## src/rtl/wb_master_pkg.sv

```systemverilog
// Shared types and defaults for the Ibex data-side to Wishbone B4 pipelined bridge.
package wb_master_pkg;

  typedef enum logic [1:0] {
    IDLE   = 2'd0,
    ACTIVE = 2'd1,
    ABORT  = 2'd2
  } wb_state_e;

  localparam int unsigned DEF_MAX_OUTSTANDING = 2;
  localparam int unsigned DEF_TIMEOUT_CYCLES  = 255;
  localparam int unsigned WB_DW               = 32;
  // Wide enough for the largest supported MAX_OUTSTANDING (7).
  localparam int unsigned OUT_W               = 3;

  typedef struct packed {
    logic             err;
    logic [WB_DW-1:0] rdata;
  } wb_resp_t;

  function automatic int unsigned cnt_width(input int unsigned limit);
    return (limit < 2) ? 1 : $clog2(limit + 1);
  endfunction

endpackage

```

## src/rtl/ibex_wb_master_if.sv

```systemverilog
// Wishbone B4 pipelined bus bundle between the bridge (master) and its slaves.
interface ibex_wb_master_if #(
  parameter int unsigned AW = 32,
  parameter int unsigned DW = 32
);
  logic            cyc;
  logic            stb;
  logic            we;
  logic [AW-1:0]   addr;
  logic [DW/8-1:0] sel;
  logic [DW-1:0]   data_m;
  logic [DW-1:0]   data_s;
  logic            ack;
  logic            err;
  logic            stall;

  modport master (
    output cyc, stb, we, addr, sel, data_m,
    input  data_s, ack, err, stall
  );

  modport slave (
    input  cyc, stb, we, addr, sel, data_m,
    output data_s, ack, err, stall
  );
endinterface

```

## src/rtl/wb_watchdog.sv

```systemverilog
// Loadable saturating cycle counter; expire_o flags the LIMIT-th consecutive enabled cycle.
module wb_watchdog
  import wb_master_pkg::*;
#(
  parameter int unsigned LIMIT = DEF_TIMEOUT_CYCLES,
  parameter int unsigned CW    = cnt_width(LIMIT)
) (
  input  logic          clk_i,
  input  logic          rst_ni,
  input  logic          clr_i,
  input  logic          en_i,
  input  logic          load_i,
  input  logic [CW-1:0] load_val_i,
  output logic          expire_o
);
  localparam logic [CW-1:0] CNT_MAX = {CW{1'b1}};
  localparam logic [CW-1:0] LAST    = CW'(LIMIT - 1);

  logic [CW-1:0] cnt_q;
  logic [CW-1:0] cnt_d;

  always_comb begin
    cnt_d = cnt_q;
    if (clr_i) begin
      cnt_d = '0;
    end else if (load_i) begin
      cnt_d = load_val_i;
    end else if (en_i && (cnt_q != CNT_MAX)) begin
      cnt_d = cnt_q + 1'b1;
    end
  end

  always_ff @(posedge clk_i or negedge rst_ni) begin
    if (!rst_ni) begin
      cnt_q <= '0;
    end else begin
      cnt_q <= cnt_d;
    end
  end

  // A LIMIT of zero disables expiry entirely.
  assign expire_o = (LIMIT != 0) && en_i && !clr_i && !load_i && (cnt_q == LAST);

endmodule

```

## src/rtl/ibex_wb_master.sv

```systemverilog
// Ibex data-side req/gnt/rvalid to Wishbone B4 pipelined master with
// outstanding-transfer tracking and a bus-timeout abort path.
module ibex_wb_master
  import wb_master_pkg::*;
#(
  parameter int unsigned AW              = 32,
  parameter int unsigned DW              = WB_DW,
  parameter int unsigned MAX_OUTSTANDING = DEF_MAX_OUTSTANDING,
  parameter int unsigned TIMEOUT_CYCLES  = DEF_TIMEOUT_CYCLES
) (
  input  logic            clk_i,
  input  logic            rst_ni,
  input  logic            data_req_i,
  output logic            data_gnt_o,
  input  logic [AW-1:0]   data_addr_i,
  input  logic            data_we_i,
  input  logic [DW/8-1:0] data_be_i,
  input  logic [DW-1:0]   data_wdata_i,
  output logic            data_rvalid_o,
  output logic [DW-1:0]   data_rdata_o,
  output logic            data_err_o,
  ibex_wb_master_if.master wb
);
  localparam logic [OUT_W-1:0] MAX_OUT = OUT_W'(MAX_OUTSTANDING);

  wb_state_e        state_q;
  logic [OUT_W-1:0] out_q;
  logic [OUT_W-1:0] out_d;
  logic             rvalid_q;
  wb_resp_t         resp_q;
  wb_resp_t         resp_d;

  logic stb;
  logic accept;
  logic resp_hit;
  logic drain;
  logic wd_en;
  logic expire;

  // Gated by rst_ni so the strobe falls the instant reset is asserted.
  assign stb    = rst_ni && data_req_i && (state_q != ABORT) && (out_q < MAX_OUT);
  assign accept = stb && !wb.stall;

  assign wb.stb    = stb;
  assign wb.cyc    = stb || ((out_q != '0) && (state_q != ABORT));
  assign wb.we     = data_we_i;
  assign wb.addr   = data_addr_i;
  assign wb.sel    = data_be_i;
  assign wb.data_m = data_wdata_i;

  assign data_gnt_o    = accept;
  assign data_rvalid_o = rvalid_q;
  assign data_rdata_o  = resp_q.rdata;
  assign data_err_o    = resp_q.err;

  assign resp_hit = (wb.ack || wb.err) && (out_q != '0) && (state_q == ACTIVE);
  // While aborting, each cycle retires one outstanding transfer as an error.
  assign drain    = (state_q == ABORT) && (out_q != '0);

  always_comb begin
    out_d = out_q;
    if (accept && !resp_hit) begin
      out_d = out_q + 1'b1;
    end else if (!accept && (resp_hit || drain)) begin
      out_d = out_q - 1'b1;
    end
  end

  always_comb begin
    resp_d = '0;
    if (drain) begin
      resp_d.err = 1'b1;
    end else if (wb.err) begin
      resp_d.err   = 1'b1;
      resp_d.rdata = wb.ack ? '0 : wb.data_s;
    end else begin
      resp_d.rdata = wb.data_s;
    end
  end

  assign wd_en = (state_q == ACTIVE) && (out_q != '0) && !resp_hit;

  wb_watchdog #(
    .LIMIT (TIMEOUT_CYCLES)
  ) u_watchdog (
    .clk_i      (clk_i),
    .rst_ni     (rst_ni),
    .clr_i      (!wd_en),
    .en_i       (wd_en),
    .load_i     (1'b0),
    .load_val_i ('0),
    .expire_o   (expire)
  );

  always_ff @(posedge clk_i or negedge rst_ni) begin
    if (!rst_ni) begin
      state_q  <= IDLE;
      out_q    <= '0;
      rvalid_q <= 1'b0;
      resp_q   <= '0;
    end else begin
      out_q    <= out_d;
      rvalid_q <= resp_hit || drain;
      if (resp_hit || drain) begin
        resp_q <= resp_d;
      end else begin
        resp_q.err <= 1'b0;
      end
      case (state_q)
        IDLE: begin
          if (accept) begin
            state_q <= ACTIVE;
          end
        end
        ACTIVE: begin
          if (expire) begin
            state_q <= ABORT;
          end else if (out_d == '0) begin
            state_q <= IDLE;
          end
        end
        ABORT: begin
          if (out_d == '0) begin
            state_q <= IDLE;
          end
        end
        default: state_q <= IDLE;
      endcase
    end
  end

endmodule

```

## src/flat_wrapper.sv

```systemverilog
// flat-port wrapper written by rule: the top's interface ports become plain ports
module ibex_wb_master_flat import wb_master_pkg::*;
#(
  parameter int unsigned AW              = 32,
  parameter int unsigned DW              = WB_DW,
  parameter int unsigned MAX_OUTSTANDING = DEF_MAX_OUTSTANDING,
  parameter int unsigned TIMEOUT_CYCLES  = DEF_TIMEOUT_CYCLES
)
  (clk_i, rst_ni, data_req_i, data_gnt_o, data_addr_i, data_we_i, data_be_i, data_wdata_i, data_rvalid_o, data_rdata_o, data_err_o, wb_cyc, wb_stb, wb_we, wb_addr, wb_sel, wb_data_m, wb_data_s, wb_ack, wb_err, wb_stall);
  ibex_wb_master_if #(.AW(AW), .DW(DW)) wb_i ();
  input  logic clk_i;
  input  logic rst_ni;
  input  logic data_req_i;
  output logic data_gnt_o;
  input  logic [AW-1:0] data_addr_i;
  input  logic data_we_i;
  input  logic [DW/8-1:0] data_be_i;
  input  logic [DW-1:0] data_wdata_i;
  output logic data_rvalid_o;
  output logic [DW-1:0] data_rdata_o;
  output logic data_err_o;
  output wire logic [$bits(wb_i.cyc)-1:0] wb_cyc;
  output wire logic [$bits(wb_i.stb)-1:0] wb_stb;
  output wire logic [$bits(wb_i.we)-1:0] wb_we;
  output wire logic [$bits(wb_i.addr)-1:0] wb_addr;
  output wire logic [$bits(wb_i.sel)-1:0] wb_sel;
  output wire logic [$bits(wb_i.data_m)-1:0] wb_data_m;
  input wire logic [$bits(wb_i.data_s)-1:0] wb_data_s;
  input wire logic [$bits(wb_i.ack)-1:0] wb_ack;
  input wire logic [$bits(wb_i.err)-1:0] wb_err;
  input wire logic [$bits(wb_i.stall)-1:0] wb_stall;
  assign wb_cyc = wb_i.cyc;
  assign wb_stb = wb_i.stb;
  assign wb_we = wb_i.we;
  assign wb_addr = wb_i.addr;
  assign wb_sel = wb_i.sel;
  assign wb_data_m = wb_i.data_m;
  assign wb_i.data_s = wb_data_s;
  assign wb_i.ack = wb_ack;
  assign wb_i.err = wb_err;
  assign wb_i.stall = wb_stall;
  ibex_wb_master #(.AW(AW), .DW(DW), .MAX_OUTSTANDING(MAX_OUTSTANDING), .TIMEOUT_CYCLES(TIMEOUT_CYCLES)) u_core (.clk_i(clk_i), .rst_ni(rst_ni), .data_req_i(data_req_i), .data_gnt_o(data_gnt_o), .data_addr_i(data_addr_i), .data_we_i(data_we_i), .data_be_i(data_be_i), .data_wdata_i(data_wdata_i), .data_rvalid_o(data_rvalid_o), .data_rdata_o(data_rdata_o), .data_err_o(data_err_o), .wb(wb_i));
endmodule
```

## config.mk

```make
export PLATFORM = sky130hd
export DESIGN_NAME = ibex_wb_master_flat
export DESIGN_NICKNAME = d
export VERILOG_FILES = /design/src/rtl/wb_master_pkg.sv /design/src/rtl/ibex_wb_master_if.sv /design/src/rtl/wb_watchdog.sv /design/src/rtl/ibex_wb_master.sv /design/src/flat_wrapper.sv
export SDC_FILE = /design/constraint.sdc
export NUM_CORES = 1
export LEC_CHECK = 0
export CAP_MARGIN = 15
export CORE_AREA = 2 2 83 85
export DETAILED_ROUTE_END_ITERATION = 10
export DIE_AREA = 0 0 85 87
export DONT_BUFFER_PORTS = 1
export MAX_ROUTING_LAYER = met4
export PLACE_DENSITY = 0.54
export RECOVER_POWER = 100
export SLEW_MARGIN = 20
export SYNTH_ARGS = -nofsm -noshare
export SYNTH_HDL_FRONTEND = slang
export SYNTH_SLANG_ARGS = --single-unit
```

## constraint.sdc

```tcl
create_clock -name clk_i -period 2.15 [get_ports clk_i]
set_clock_uncertainty 0.2 [all_clocks]
set_input_delay 0.1075 -clock clk_i [delete_from_list [all_inputs] [get_ports clk_i]]
set_output_delay 0.1075 -clock clk_i [all_outputs]
set_load 0.02 [all_outputs]
```

==> results.yml, run 1 <==
placed_design:
  dpl.cell_count: 248
  pre_cts_slack_ns: -0.00810
  hpwl_um: 3960
  gp_congestion: 0.733
  port_buffers: 0
  dpl_cell_area_um2: 2180
floorplanning:
  die_area_um2: 7400
  dieWidth_um: 85
  rows: 30
  initial_utilization_pct: 38.2
  ios: 213
  core_area_um2: 6570
  die_h_um: 87
critical_path:
  required_ns: 2.13
  worstPathMaxFanout: 3
  cp_cell_sequence: "inv_2 -> ha_2 -> nor2b_4 -> nor3_4 -> buf_4 -> or3_1 -> a211oi_2 -> o32ai_1"
  r2r_cells: 8
  worst-setup-path-type: "register to register"
  ff2ff_setup_slack_ns: 0.10
  cpMaxStageDelayCell: "dfrtp_1"
  cp.depth: 8
  reg2reg_to: "u_core.state_q[0]"
  endpoint_kind: "register"
  rr_startpoint: "u_core.out_q[1]"
  crit_buf_inv: 2
  critPathLaunchType: "register"
  arrival_ns: 2.02
  cp_top_family: "simple AND/OR/NAND/NOR gates"
  slowest_delay_ns: 0.42
global_routing:
  grt_pass1_wl_um: 8900
  grt_overflow: 0
  grt_max_degree: 48
  track_usage_pct: 16.0
  antenna_found_initial: 0
  grt_pass1_vias: 1652
power_and_ir_drop:
  peakVddDrop_mv: 0.649
  power.density_nw_per_um2: 1340
  total_leakage_power_nw: 1.24
final_layout:
  final_area_um2: 2760
  antenna_cells: 0
  fin_nets: 327
  final_cell_mix: "dfrtp_1, dlygate4sd3_1, a22o_1"
  drive_gt1_share_pct: 15.8
  stdcell_count: 295
  num-fill-cells: 616
  multi_input_area_um2: 827
  layout.cells.most_common: "dfrtp_1"
  regArea_um2: 1180
  syn_to_final_growth_pct: 9.72
yosys:
  synth_seq_cells: 47
  synthTopCellsByArea: "dfrtp_1, buf_4, a22o_1, ha_1, nor2_1"
  synth.distinct_cells: 36
  synth_top_cell_area_share_pct: 46.8
  synth_nets: 343
  syn_avg_cell_area_um2: 10.9
  yosysTopAreaCell: "dfrtp_1"
  ys_warn_count: 0
  syn_area_um2: 2510
  synth_cells: 231
  ys_seq_area_share_pct: 46.8
clock_tree:
  clkTransAtPathRegs_ns: 0.08
  cts.root.buffer_cell: "clkbuf_8"
  clockBufferDepth: 2
  cts_tree: "done"
  cts.sinks: 47
  htreeDepth: 2
  clk-insertion-delay-late_ns: 0.30
  cts_buffers: 5
drt:
  wl_per_cell_um: 20.2
  vias: 1604
  drc_errors: 0
  final_antenna_net_count: 0
  drt_iter0_markers: 63
  first_pass_iters: 4
  vias_per_cell: 5.44
  wl_um: 5950
sta:
  worst_slew_pin_slew_ns: 1.07
  hold_viol: 0
  min_period_ns: 2.05
  post-route-period-util_pct: 95.2
  fmax_ghz: 0.489
  finalMaxSlewViolations: 0
  maxSlewHeadroom_pct: 29.0
  worst_slack_ns: 0.104
  finalSetupViolations: 0
outcome:
  status: "completed"
job:
  cap_violations: 0
worst_hold_path:
  hold_path_class: "input pin to output port"
  hold_end: "wb_addr[16]"
  worstHoldPathCells: 0
  min_from: "data_addr_i[16]"
-- repair_timing --
item / in CTS / in global routing
gates cloned: 0 / 0
buffers inserted: 1 / 0
gates resized for setup: 0 / 14
setup endpoints to repair: 1 / 2
pin swaps: 1 / 7
hold buffers: 38 / 1
endpoints found under the hold margin: 82 / 47
-- cells by family after synthesis --
logic type,count (synthesis),share of synthesized area (%)
xor gates and xnor gates,5,1.74
DFF,47,46.8
and+or+nand+nor,43,9.86
adders and majority gates,5,2.49
AOI/OAI and AO/OA,50,16.3
buffers and inverters,81,22.7
-- power breakdown --
part / switching, W / total (W) / internal (W)
registers: 0.000657 / 0.00188 / 0.00123
logic: 0.000532 / 0.00116 / 0.000631
clock network: 0.000297 / 0.000637 / 0.000340
total: 0.00149 / 0.00368 / 0.00220
-- per-stage QoR --
stage	TNS (ns)	util [%]	total power [W]	hold slack, ns
floorplan	0	-	0.00271	-0.388
global placement	0	33.2	0.00285	-0.387
detailed placement	-0.00810	33.2	0.00286	-0.387
CTS	0	41.2	0.00362	0.0151
global route	-0.0279	41.9	0.00389	0.0150
finish	0	41.9	0.00368	0.0150
-- cell type report --
type                       count  area share, %
clock buffer                   5           2.50
clock inverter                 2           1.36
inverter                       5          0.681
multi-input combinational    103           30.0
sequential                    47           42.7
tap                           80           3.63
timing repair buffer          53           19.1
-- worst max-delay path by stage --
stage                      startpoint           endpoint  slack [ns]
floorplan             u_core.out_q[0]  u_core.state_q[0]        0.05
global placement      u_core.out_q[1]  u_core.state_q[0]        0.08
detailed placement    u_core.out_q[1]  u_core.state_q[0]      -0.008
CTS                            rst_ni  u_core.state_q[0]       0.005
global route        u_core.state_q[1]  u_core.state_q[1]       -0.02
finish                u_core.out_q[1]  u_core.state_q[0]        0.10
-- metal layers --
| metal | global-route usage [%] | share of wire [%] | wire length, um | up-vias |
|---|---|---|---|---|
| li1 | - | - | - | 710 |
| met1 | 18.6 | 37 | 2180 | 791 |
| met2 | 23.2 | 49 | 2900 | 68 |
| met3 | 6.35 | 10 | 597 | 35 |
| met4 | 9.81 | 4.4 | 263 | 0 |
| met5 | - | 0 | 0 | - |
-- cells in the mapped netlist (all sizes together) --
cell type,number
o32ai,1
buf,70
xor2,2
a211o,1
a21boi,1
nor2b,4
nand2,3
o21a,1
ha,5
nor4b,1
a31oi,2
dfrtp,47
nor2,10
a21oi,3
o21ai,3
nand2b,4
a21o,1
nand3b,1
nand4,4
or4,1
inv,5
clkbuf,6
nand3,3
nor3b,2
a221o,1
a311oi,1
xnor2,3
and3,2
a211oi,2
or3,1
a22o,32
a2111oi,1
nor3,7
-- worst reg2reg max path: stages, from the launching register on --
cell      delay, ns
dfrtp_1        0.42
inv_2          0.07
ha_2           0.17
nor2b_4        0.17
nor3_4         0.08
buf_4          0.16
or3_1          0.32
a211oi_2       0.24
o32ai_1        0.11
-- registers in the layout, summed over array words and instances (netlist names) --
name / cells
u_core.data_rdata_o: 32
u_core.state_q: 2
u_core.data_rvalid_o: 1
u_core.data_err_o: 1
u_core.u_watchdog.cnt_q: 8
u_core.out_q: 3
Power figures use the tool's default switching activity.
==> run 2: changes to the inputs <==
--- a/config.mk
+++ b/config.mk
@@ -10,6 +10,7 @@
 export DETAILED_ROUTE_END_ITERATION = 10
 export DIE_AREA = 0 0 85 87
 export DONT_BUFFER_PORTS = 1
+export HOLD_SLACK_MARGIN = 0.08
 export MAX_ROUTING_LAYER = met4
 export PLACE_DENSITY = 0.54
 export RECOVER_POWER = 100
==> run 2 against run 1 <==
Effect of this change: the flow now stops in clock tree synthesis (4_1_cts); area after synthesis stayed put; synthesized cell count stayed put.
==> results.yml, run 2 <==
clock_tree:
  cts_buffers: 5
  cts.repair.resized: 0
  clockBufferDepth: 2
  htreeDepth: 2
  cts.root.buffer_cell: "clkbuf_8"
  cts_setup_buffers: 1
  cts.sinks: 47
  postCtsHoldBufs: 101
yosys:
  async_flop_share_pct: 100
  synth_top_cell_area_share_pct: 46.8
  synthTopCellsByArea: "dfrtp_1, buf_4, a22o_1, ha_1, nor2_1"
  synth.distinct_cells: 36
  ys_seq_area_share_pct: 46.8
  syn_area_um2: 2510
  synth_nets: 343
  yosysTopAreaCell: "dfrtp_1"
  synth_seq_cells: 47
  ys.flop_type: "dfrtp_1"
  syn_avg_cell_area_um2: 10.9
  synth_cells: 231
  synth_enable_flop_cells: 0
  synth_most_common_cell: "buf_4"
  ys_warn_count: 0
  synthTopCellsByCount: "buf_4, dfrtp_1, a22o_1"
outcome:
  lastStage: "clock tree synthesis (4_1_cts)"
  status: "stopped before the end"
  error: "[ERROR RSZ-0060] Max buffer count reached."
floorplanning:
  initial_utilization_pct: 38.2
  ios: 213
  rows: 30
  die_h_um: 87
  dieWidth_um: 85
placed_design:
  port_buffers: 0
  dpl_cell_area_um2: 2180
  gp_congestion: 0.733
  hpwl_um: 3960
## run 2: cell counts after synthesis
No cell type changed its count.
## run 2: cell families after synthesis
logic type,synth area share (%)
buffers and inverters,22.7
AOI/OAI and AO/OA,16.3
DFF,46.8
and+or+nand+nor,9.86
xor gates and xnor gates,1.74
adders and majority gates,2.49
## run 2: through the flow
step	setup TNS, ns	instances	setup WS [ns]	utilization (%)	hold WS, ns
3_5_place_dp	-0.00810	248	-0.00810	33.2	-0.387
3_3_place_gp	0	248	0.0824	33.2	-0.387
2_1_floorplan	0	231	0.0547	-	-0.388
==> run 3: changes to the inputs <==
--- a/config.mk
+++ b/config.mk
@@ -6,13 +6,11 @@
 export NUM_CORES = 1
 export LEC_CHECK = 0
 export CAP_MARGIN = 15
-export CORE_AREA = 2 2 83 85
+export CORE_MARGIN = 2
+export CORE_UTILIZATION = 40
 export DETAILED_ROUTE_END_ITERATION = 10
-export DIE_AREA = 0 0 85 87
 export DONT_BUFFER_PORTS = 1
-export HOLD_SLACK_MARGIN = 0.08
-export MAX_ROUTING_LAYER = met4
-export PLACE_DENSITY = 0.54
+export PLACE_DENSITY_LB_ADDON = 0.15
 export RECOVER_POWER = 100
 export SLEW_MARGIN = 20
 export SYNTH_ARGS = -nofsm -noshare
==> constraint.sdc (replaced) <==
create_clock -name clk_i -period 2.79 [get_ports clk_i]
set_clock_uncertainty 0.2 [all_clocks]
set_input_delay 0.1395 -clock clk_i [delete_from_list [all_inputs] [get_ports clk_i]]
set_output_delay 0.1395 -clock clk_i [all_outputs]
set_load 0.02 [all_outputs]
==> run 3 against run 2 <==
Effect of this change: the run now ends clean.
==> results.yml, run 3 (synthesized netlist as in run 1, its figures left out) <==
outcome:
  status: "completed"
clock_tree:
  cts.root.buffer_cell: "clkbuf_8"
  clockBufferDepth: 2
  clkTransAtPathRegs_ns: 0.09
  cts_setup_buffers: 0
  cts.sinks: 47
  cts_tree: "done"
  htreeDepth: 2
  cts_buffers: 5
  cts.repair.resized: 0
  clk-insertion-delay-late_ns: 0.30
  postCtsHoldBufs: 37
critical_path:
  path_common_cell: "dlygate4sd3_1"
  required_ns: 2.79
  cp_cell_sequence: "dlygate4sd3_1 -> buf_16 -> nand3b_1 -> or4_4 -> dlygate4sd3_1 -> o32ai_1"
  worstPathMaxFanout: 48
  slowest_delay_ns: 0.62
  cpMaxStageDelayCell: "dlygate4sd3_1"
  critPathLaunchType: "input pin"
  crit_buf_inv: 3
  worst-setup-path-type: "input pin to register"
  arrival_ns: 2.58
  cp_top_family: "buffers and inverters"
  endpoint_kind: "register"
floorplanning:
  initial_utilization_pct: 41.9
  rows: 28
  die_area_um2: 6930
  ios: 213
  dieWidth_um: 83.2
  core_area_um2: 5990
  die_h_um: 83.2
global_routing:
  track_usage_pct: 16.4
  grt_pass1_wl_um: 9050
  grt_overflow: 0
  grt_max_degree: 49
  antenna_found_initial: 0
  grt_pass1_vias: 1667
placed_design:
  pre_cts_slack_ns: 0.304
  hpwl_um: 3950
  port_buffers: 0
  gp_congestion: 0.771
sta:
  worst_slew_pin_slew_ns: 0.665
  min_period_ns: 2.57
  finalMaxSlewViolations: 0
  maxSlewHeadroom_pct: 55.4
  worst_slack_ns: 0.217
  finalSetupViolations: 0
  hold_viol: 0
  post-route-period-util_pct: 92.2
  hold_slack_ns: 0.0790
  fmax_ghz: 0.389
  finalSetupTns_ns: 0
  rsz0062_at_grt: "false"
drt:
  vias_per_cell: 5.56
  wl_um: 5730
  drc_errors: 0
  vias: 1545
  final_antenna_net_count: 0
  drt_iter0_markers: 48
  first_pass_iters: 4
  wl_per_cell_um: 20.6
final_layout:
  antenna_cells: 0
  syn_to_final_growth_pct: 1.64
  fin_nets: 314
  largest_reg_flops: 32
  final_cell_mix: "dfrtp_1, dlygate4sd3_1, a22o_1"
  fin_util_pct: 42.6
  layout.cells.most_common: "dfrtp_1"
  drive_gt1_share_pct: 7.39
job:
  cap_violations: 0
power_and_ir_drop:
  power.density_nw_per_um2: 1020
  total_leakage_power_nw: 1.13
  finalPower_w: 0.00261
  peakVddDrop_mv: 0.442
worst_hold_path:
  hold_path_class: "input pin to output port"
run 3: power breakdown:
group,switching [W],internal [W]
clock network,0.000242,0.000203
logic,0.000350,0.000373
registers,0.000497,0.000946
total,0.00109,0.00152
run 3: worst register-to-register path, delay by kind of cell (launching register included):
kind / cells / cell delay (ns)
fa+ha+maj: 1 / 0.24
compound gates: 1 / 0.23
buf+inv: 2 / 0.66
flops: 1 / 0.41
simple gates: 2 / 0.77
run 3: through the flow:
step | instances | instance area [um2]
6_report | 278 | 2550
2_1_floorplan | 231 | 2510
4_1_cts | 278 | 2570
3_3_place_gp | 233 | 2080
5_1_grt | 278 | 2550
3_5_place_dp | 233 | 2080
run 3: metal layers:
metal	vias to the layer above	wire length [um]	track usage, %
li1	692	-	-
met1	740	2100	17.4
met2	86	2890	27.9
met3	27	548	6.46
met4	0	181	8.64
met5	-	0	0
run 3: layout make-up:
cell class / count / area, um2
clock buffer: 6 / 82.6
clock inverter: 2 / 16.3
timing repair buffer: 40 / 408
multi-input combinational: 103 / 757
fill: 573 / 3440
inverter: 5 / 18.8
tap: 75 / 93.8
sequential: 47 / 1180
run 3: path summary, 6_finish.rpt:
kind                                   start                endpoint  slack, ns  cells past startpoint
setup / recovery                      rst_ni       u_core.state_q[0]       0.22                      6
hold / removal                data_addr_i[0]              wb_addr[0]       0.08                      0
setup reg to reg             u_core.out_q[0]  u_core.data_rdata_o[0]       0.23                      6
hold reg to reg            u_core.state_q[0]       u_core.state_q[0]       0.33                      1
max in group asynchronous             rst_ni  u_core.data_rdata_o[8]       2.02                      2
min in group asynchronous             rst_ni  u_core.data_rdata_o[9]       0.14                      2
==> run 4: changes to the inputs <==
--- a/config.mk
+++ b/config.mk
@@ -12,6 +12,7 @@
 export DONT_BUFFER_PORTS = 1
 export PLACE_DENSITY_LB_ADDON = 0.15
 export RECOVER_POWER = 100
+export SKIP_CTS_REPAIR_TIMING = 1
 export SLEW_MARGIN = 20
 export SYNTH_ARGS = -nofsm -noshare
 export SYNTH_HDL_FRONTEND = slang
==> constraint.sdc (replaced) <==
create_clock -name clk_i -period 2.35 [get_ports clk_i]
set_clock_uncertainty 0.2 [all_clocks]
set_input_delay 0.1175 -clock clk_i [delete_from_list [all_inputs] [get_ports clk_i]]
set_output_delay 0.1175 -clock clk_i [all_outputs]
set_load 0.02 [all_outputs]
==> run 4 against run 3 <==
Effect of this change: combinational power grew 24%; setup slack lost 0.053 ns; critical path type is now register to register; cell count grew 2.5%; critical endpoint unchanged; utilization grew 1.3 points.
==> results.yml, run 4 (synthesized netlist as in run 1, its figures left out) <==
outcome:
  status: "completed"
floorplanning:
  die_h_um: 83.2
  initial_utilization_pct: 41.9
  die_area_um2: 6930
  rows: 28
  dieWidth_um: 83.2
  ios: 213
  core_area_um2: 5990
placed_design:
  dpl_cell_area_um2: 2130
  dpl.cell_count: 239
  hpwl_um: 4030
  port_buffers: 0
  gp_congestion: 0.759
final_layout:
  largest_reg_flops: 32
  antenna_cells: 0
  fin_util_pct: 43.9
  final_cell_mix: "dfrtp_1, dlygate4sd3_1, a22o_1"
  layout.cells.most_common: "dfrtp_1"
  drive_gt1_share_pct: 10.0
  stdcell_count: 285
  final_area_um2: 2630
  syn_to_final_growth_pct: 4.78
  fin_nets: 321
sta:
  post-route-period-util_pct: 93.0
  fmax_ghz: 0.457
  maxSlewHeadroom_pct: 23.6
  hold_viol: 0
  finalMaxSlewViolations: 0
  finalSetupTns_ns: 0
  min_period_ns: 2.19
  rsz0062_at_grt: "false"
  finalSetupViolations: 0
  hold_slack_ns: 0.0350
  worst_slew_pin_slew_ns: 1.15
clock_tree:
  cts.root.buffer_cell: "clkbuf_8"
  cts_tree: "done"
  cts_buffers: 5
  clockBufferDepth: 2
  clkTransAtPathRegs_ns: 0.08
  htreeDepth: 2
  clk-insertion-delay-late_ns: 0.29
  cts.sinks: 47
drt:
  wl_per_cell_um: 20.1
  vias: 1586
  drc_errors: 0
  vias_per_cell: 5.56
  wl_um: 5730
  final_antenna_net_count: 0
  first_pass_iters: 4
  drt_iter0_markers: 21
global_routing:
  antenna_found_initial: 0
  grt_pass1_wl_um: 8480
  track_usage_pct: 15.4
  grt_overflow: 0
  grt_pass1_vias: 1518
  grt_max_degree: 49
power_and_ir_drop:
  total_leakage_power_nw: 1.18
  peakVddDrop_mv: 0.579
  power.density_nw_per_um2: 1230
critical_path:
  r2r_cells: 8
  critPathLaunchType: "register"
  crit_end: "u_core.state_q[0]"
  rr_startpoint: "u_core.out_q[0]"
  critPathLaunch: "u_core.out_q[0]"
  worstPathMaxFanout: 5
  worst-setup-path-type: "register to register"
  slowest_delay_ns: 0.40
  cpMaxStageDelayCell: "dfrtp_1"
  required_ns: 2.32
  arrival_ns: 2.16
  ff2ff_setup_slack_ns: 0.16
  reg2reg_to: "u_core.state_q[0]"
  endpoint_kind: "register"
  cp_cell_sequence: "inv_1 -> ha_1 -> nor2b_1 -> nor3_2 -> nor3b_1 -> a211o_1 -> a211oi_2 -> o32ai_1"
worst_hold_path:
  hold_path_class: "input pin to output port"
job:
  cap_violations: 0
## run 4: cell count changes in the layout (fill, tap and decap cells not counted), sizes merged
cell	previous run	this run
bufinv	0	1
buf	4	5
clkinv	1	0
clkbuf	6	12
clkinvlp	1	0
inv	5	6
## run 4: where the power goes
group	switching (W)	internal [W]
clock	0.000274	0.000350
sequential	0.000593	0.00112
combinational	0.000425	0.000475
total	0.00129	0.00195
## run 4: per-layer routing
layer | wire length, um | global-route usage, % | up-vias
met5 | 0 | 0 | -
met2 | 2990 | 25.5 | 86
met3 | 562 | 7.26 | 24
met4 | 149 | 8.49 | 0
met1 | 2030 | 15.9 | 773
li1 | - | - | 703
## run 4: worst min path at each step
stage,from,end,slack [ns],depth (start not counted)
final,data_addr_i[0],wb_addr[0],0.04,0
after global routing,data_wdata_i[27],wb_data_m[27],0.04,0
after CTS,rst_ni,u_core.data_rdata_o[11],-0.71,0
after detailed placement,rst_ni,u_core.data_rdata_o[11],-0.38,0
after global placement,rst_ni,u_core.data_rdata_o[11],-0.38,0
after floorplan,rst_ni,u_core.data_err_o,-0.38,0
## run 4: per-stage QoR
step / total power, W / worst slack [ns]
after CTS: 0.00322 / 0.0362
after detailed placement: 0.00258 / 0.0458
after floorplan: 0.00248 / 0.163
final: 0.00324 / 0.164
after global placement: 0.00256 / 0.115
after global routing: 0.00344 / 0.0375
## run 4: cell type report
type	count	area (um2)
well taps	75	93.8
fillers	551	3360
clock buffers	6	82.6
inverters	5	18.8
repair buffers	47	447
clock inverters	2	38.8
flip-flops and latches	47	1180
multi-input cells	103	774
## run 4: critical path: cells and delay by family, from the launching register on
kind | cells | cell delay (ns)
AOI/OAI and AO/OA | 3 | 0.62
adders and majority gates | 1 | 0.23
buffers and inverters | 1 | 0.07
DFF | 1 | 0.40
and+or+nand+nor | 3 | 0.55
